===== src/rtl/stack_sequencer.sv =====
// Push/pop/adjust engine for the bexkat1 stack: runs one Wishbone transfer per
// PUSH/POP and drives the register file write side for SP and POP destination.
module stack_sequencer #(
  parameter int unsigned       WIDTH   = 32,
  parameter int unsigned       COUNTP  = 4,
  parameter logic [COUNTP-1:0] SPREG   = COUNTP'(15),
  parameter int unsigned       TIMEOUT = 255
) (
  input  logic              clk_i,
  input  logic              rst_i,
  input  logic              cmd_valid_i,
  output logic              cmd_ready_o,
  input  logic [1:0]        cmd_op_i,
  input  logic [COUNTP-1:0] cmd_reg_i,
  input  logic [WIDTH-1:0]  cmd_data_i,
  input  logic [WIDTH-1:0]  sp_i,
  output logic              bus_cyc_o,
  output logic              bus_stb_o,
  output logic              bus_we_o,
  output logic [WIDTH-1:0]  bus_adr_o,
  output logic [3:0]        bus_sel_o,
  output logic [WIDTH-1:0]  bus_dat_o,
  input  logic [WIDTH-1:0]  bus_dat_i,
  input  logic              bus_ack_i,
  input  logic              bus_err_i,
  output logic [COUNTP-1:0] wr_addr_o,
  output logic [WIDTH-1:0]  wr_data_o,
  output logic [1:0]        wr_en_o,
  output logic [WIDTH-1:0]  sp_data_o,
  output logic [1:0]        sp_en_o,
  output logic              done_o,
  output logic              err_o
);

  typedef enum logic [1:0] {S_IDLE, S_BUS, S_WB} state_t;
  typedef enum logic [1:0] {OP_PUSH, OP_POP, OP_ADJ, OP_RSV} op_t;

  localparam logic [WIDTH-1:0] FOUR = WIDTH'(4);

  state_t              state_q, state_d;
  op_t                 op_q, op_d;
  logic [COUNTP-1:0]   reg_q, reg_d;
  logic [WIDTH-1:0]    data_q, data_d;
  logic [WIDTH-1:0]    addr_q, addr_d;
  logic [WIDTH-1:0]    nsp_q, nsp_d;
  logic [WIDTH-1:0]    rdata_q, rdata_d;
  logic [31:0]         cnt_q, cnt_d;
  logic                err_q, err_d;

  always_ff @(posedge clk_i or posedge rst_i) begin
    if (rst_i) begin
      state_q <= S_IDLE;
      op_q    <= OP_PUSH;
      reg_q   <= '0;
      data_q  <= '0;
      addr_q  <= '0;
      nsp_q   <= '0;
      rdata_q <= '0;
      cnt_q   <= '0;
      err_q   <= 1'b0;
    end else begin
      state_q <= state_d;
      op_q    <= op_d;
      reg_q   <= reg_d;
      data_q  <= data_d;
      addr_q  <= addr_d;
      nsp_q   <= nsp_d;
      rdata_q <= rdata_d;
      cnt_q   <= cnt_d;
      err_q   <= err_d;
    end
  end

  always_comb begin
    state_d = state_q;
    op_d    = op_q;
    reg_d   = reg_q;
    data_d  = data_q;
    addr_d  = addr_q;
    nsp_d   = nsp_q;
    rdata_d = rdata_q;
    cnt_d   = cnt_q;
    err_d   = 1'b0;
    unique case (state_q)
      S_IDLE: begin
        if (cmd_valid_i) begin
          op_d   = op_t'(cmd_op_i);
          reg_d  = cmd_reg_i;
          data_d = cmd_data_i;
          cnt_d  = '0;
          unique case (op_t'(cmd_op_i))
            OP_PUSH: begin
              addr_d  = sp_i - FOUR;
              nsp_d   = sp_i - FOUR;
              state_d = S_BUS;
            end
            OP_POP: begin
              addr_d  = sp_i;
              nsp_d   = sp_i + FOUR;
              state_d = S_BUS;
            end
            OP_ADJ: begin
              nsp_d   = sp_i + cmd_data_i;
              state_d = S_WB;
            end
            OP_RSV: err_d = 1'b1;
          endcase
        end
      end
      S_BUS: begin
        // err takes priority over a simultaneous ack
        if (bus_err_i) begin
          state_d = S_IDLE;
          err_d   = 1'b1;
        end else if (bus_ack_i) begin
          rdata_d = bus_dat_i;
          state_d = S_WB;
        end else if (TIMEOUT != 0 && cnt_q == 32'(TIMEOUT - 1)) begin
          state_d = S_IDLE;
          err_d   = 1'b1;
        end else begin
          cnt_d = cnt_q + 32'd1;
        end
      end
      S_WB:    state_d = S_IDLE;
      default: state_d = S_IDLE;
    endcase
  end

  logic in_bus, in_wb, pop_to_sp;

  always_comb begin
    in_bus      = (state_q == S_BUS);
    in_wb       = (state_q == S_WB);
    pop_to_sp   = (op_q == OP_POP) && (reg_q == SPREG);
    cmd_ready_o = (state_q == S_IDLE) && !rst_i;
    bus_cyc_o   = in_bus;
    bus_stb_o   = in_bus;
    bus_we_o    = in_bus && (op_q == OP_PUSH);
    bus_adr_o   = addr_q;
    bus_sel_o   = 4'hF;
    bus_dat_o   = data_q;
    wr_addr_o   = reg_q;
    wr_data_o   = rdata_q;
    wr_en_o     = (in_wb && op_q == OP_POP && !pop_to_sp) ? 2'h3 : 2'h0;
    sp_data_o   = pop_to_sp ? rdata_q : nsp_q;
    sp_en_o     = in_wb ? 2'h3 : 2'h0;
    done_o      = in_wb;
    err_o       = err_q;
  end

endmodule


===== config.mk =====
export PLATFORM = sky130hd
export DESIGN_NAME = stack_sequencer
export DESIGN_NICKNAME = d
export VERILOG_FILES = /design/src/rtl/stack_sequencer.sv
export SDC_FILE = /design/constraint.sdc
export NUM_CORES = 1
export LEC_CHECK = 0
export CORE_MARGIN = 5
export CORE_UTILIZATION = 45
export CTS_CLUSTER_DIAMETER = 40
export DETAILED_ROUTE_END_ITERATION = 8
export GPL_ROUTABILITY_DRIVEN = 0
export GPL_TIMING_DRIVEN = 0
export PLACE_DENSITY = 0.73
export SETUP_SLACK_MARGIN = 0.2
export SLEW_MARGIN = 20
export SYNTH_ARGS = -nofsm -noshare
export SYNTH_HDL_FRONTEND = slang
export SYNTH_SLANG_ARGS = --single-unit
export TNS_END_PERCENT = 1

===== constraint.sdc =====
create_clock -name clk_i -period 9.4 [get_ports clk_i]
set_input_delay 0.94 -clock clk_i [delete_from_list [all_inputs] [get_ports clk_i]]
set_output_delay 0.94 -clock clk_i [all_outputs]
set_load 0.1 [all_outputs]

==> impl_metrics.tcl <==
set metrics [dict create \
    netlist_instances 1265 \
    synthSimpleGateAreaFrac_pct 21.9 \
    p_per_area_mw_per_mm2 255 \
    antenna_cells 0 \
    rsz0062_at_grt "false" \
    synth_top_family_by_area "simple AND/OR/NAND/NOR gates" \
    holdPathStages 2 \
    grt_pass1_vias 10300 \
    ir_drop_uv 190 \
    clock_skew_ns 0.00876 \
    h-tree-depth 4 \
    worst_pin_slew_ns 1.06 \
    async_flop_share_pct 100 \
    synth-main-ff-cell "dfrtp_1" \
    hold_class "register to register" \
    reg2reg_depth 10 \
    cts_sinks 169 \
    drive_above_1_share_pct 8.72 \
    ys_types 72 \
    place_ws_ns 4.79 \
    route.final.wire_length_mm 36.9 \
    yosysSeqAreaShare_pct 38.5 \
    dp_hpwl_mm 28.5 \
    cts_tree "built" \
    ys_warn_count 0 \
    cp-end-kind "output pin" \
    start_util_pct 45.4 \
    drc_errors 0 \
    layoutNonFillerInstCount 1873 \
    synth-compound-area-share_pct 14.0 \
    vias 10600 \
    setup_viol 0 \
    synth_adder_area_share_pct 4.85 \
    cts_setup_buffers 0 \
    clk_latency_ns 0.45 \
    grt_use_total_pct 26.0 \
    cts_resized 0 \
    critPathKind "register to output pin" \
    status "finished clean" \
    drv_cap 0 \
    hold_buffers 0 \
    grt_pass1_wl_mm 57.6 \
    areaGrowthSynthToFinish_pct 32.3 \
    setup_tns_ns 0 \
    dp.cells 1841 \
    drv_slew 0 \
    p_leak_uw 0.00607 \
    nets 1685 \
    cts_buffer_depth 2 \
    die_h_um 166 \
    finalHoldViolCount 0 \
    pin_count 253 \
    dieArea_mm2 0.0276 \
    start_kind "register" \
    fmax_mhz 213 \
    fin_total_pwr_uw 3710 \
    grt_max_degree 89 \
    path_clk_slew_ns 0.07 \
    die_w_um 166 \
    io_buffers 248 \
    viasPerCell 5.66 \
    slew_headroom_pct 29.1 \
    synthMuxAreaShare_pct 6.66 \
    arrival_ns 3.75 \
    wl_per_cell_um 19.7 \
    core_mm2 0.0242 \
    dr.pass1.iters 5 \
    cts-root-buf "clkbuf_16" \
    finalCriticalPeriod_ns 4.69 \
    period_share_pct 49.9 \
    setup_slack_ns 4.71 \
    synth_edf_count 0 \
    grt_overflow_total 0 \
    synth_area_mm2 0.0110 \
    critPathMaxFanout 10 \
    row_count 57 \
    ys_ff_latch 169 \
    ant_nets 0 \
    fillerInstances 2111 \
    synth_xor_area_share_pct 9.81 \
    syn_area_per_cell_um2 8.68 \
    worst-endpoint-required_ns 8.46 \
    cts_buffers 17 \
    drt_iter0_drc 1086 \
    antenna_found_initial 0 \
]
worst max-delay path: stages (launching register included):
cell and delay (ns):
dfrtp_1 0.38, nand4_1 0.31, nor2_1 0.58, clkbuf_1 0.61
mux2_2 0.28, clkdlybuf4s50_1 1.14
worst paths after layout:
| check | startpoint | endpoint | slack, ns |
|---|---|---|---|
| max in group asynchronous | rst_i | bus_dat_o[11] | 7.53 |
| max | wr_addr_o[3] | sp_data_o[13] | 4.71 |
| min in group asynchronous | rst_i | cnt_q[6] | 1.03 |
| min reg2reg | bus_dat_o[31] | bus_dat_o[31] | 0.48 |
| min | bus_dat_o[31] | bus_dat_o[31] | 0.48 |
| max reg2reg | cnt_q[25] | cnt_q[31] | 6.35 |
layer usage:
layer  GRT usage, %  vias to the layer above  routed length [um]
met3           6.26                       68                3530
met1           36.4                     5017               16300
met4           8.00                        0                 933
li1               -                     4970                   -
met5              0                        -                   0
met2           40.3                      544               16200
per-stage QoR:
step                      utilization [%]  instance area [um^2]  hold WS [ns]
final                                60.1                 14500         0.477
after global routing                 60.1                 14500         0.495
after CTS                            60.1                 14500         0.482
after detailed placement             57.6                 13900         0.461
after global placement               57.4                 13900         0.458
after floorplan                         -                 11000         0.445
where the power goes:
group	switching [uW]	total (uW)	internal, uW	leakage [uW]
clock network	330	743	413	0.000299
logic	1490	1970	477	0.00365
registers	116	991	876	0.00212
logic make-up (layout without fill, tap and decap cells):
group / Yosys count / count (layout)
muxes: 65 / 65
AOI/OAI and AO/OA: 239 / 239
adders and majority gates: 42 / 42
buffers and inverters: 115 / 396
xor gates and xnor gates: 123 / 123
DFF: 169 / 169
other: 1 / 4
and+or+nand+nor: 511 / 511
flip-flops by register name (all words and copies together), names as in the netlist:
name       flops
cnt_q         32
state_q        2
wr_data_o     32
nsp_q         32
bus_adr_o     32
op_q           2
err_o          1
bus_dat_o     32
wr_addr_o      4
placed cells by master, fill, tap and decap left out, types with 13 or more instances in the layout:
cell             synthesis  routed
nand4_1                 18      18
clkbuf_1                67      67
clkbuf_16                0      17
xnor2_1                 71      71
and3_1                  15      15
a21o_1                  15      15
o22ai_1                 14      14
ha_1                    41      41
nand2_1                213     213
nand3_1                 43      43
a221oi_1                17      17
or3_1                   13      13
o21ai_0                 70      70
mux2_2                  65      65
nor3_1                  32      32
xor2_1                  52      52
dfrtp_1                169     169
nor2_1                 110     110
clkdlybuf4s50_1          0     248
inv_1                   28      27
a21oi_1                 43      43
cells in the mapped netlist (all sizes together), types with 8 or more instances:
master	number	area (um^2)
dfrtp	169	4230
a31oi	11	68.8
o211ai	10	75.1
and2	10	62.6
o22ai	14	87.6
xnor2	71	622
a221oi	17	149
nor4	12	90.1
nor2	112	430
xor2	52	455
a21o	15	113
o31ai	8	60.1
buf	19	113
inv	28	105
mux2	65	732
or3	18	126
nand4	18	113
nand3	43	215
ha	41	513
a211oi	9	67.6
clkbuf	67	251
and3	16	101
nor3	32	160
nand2	214	806
a21oi	43	215
o21ai	74	374
area by class of cell:
type                       instances  area, um^2  share of cell area [%]
tap                              324         405                    2.79
timing repair buffer             249        2510                    17.3
clock inverter                    13         158                    1.09
multi-input combinational        984        6290                    43.3
buffer                            86         364                    2.51
inverter                          29         116                   0.801
clock buffer                      19         453                    3.12
sequential                       169        4230                    29.1
No activity file was read; power rests on OpenSTA's default activity.
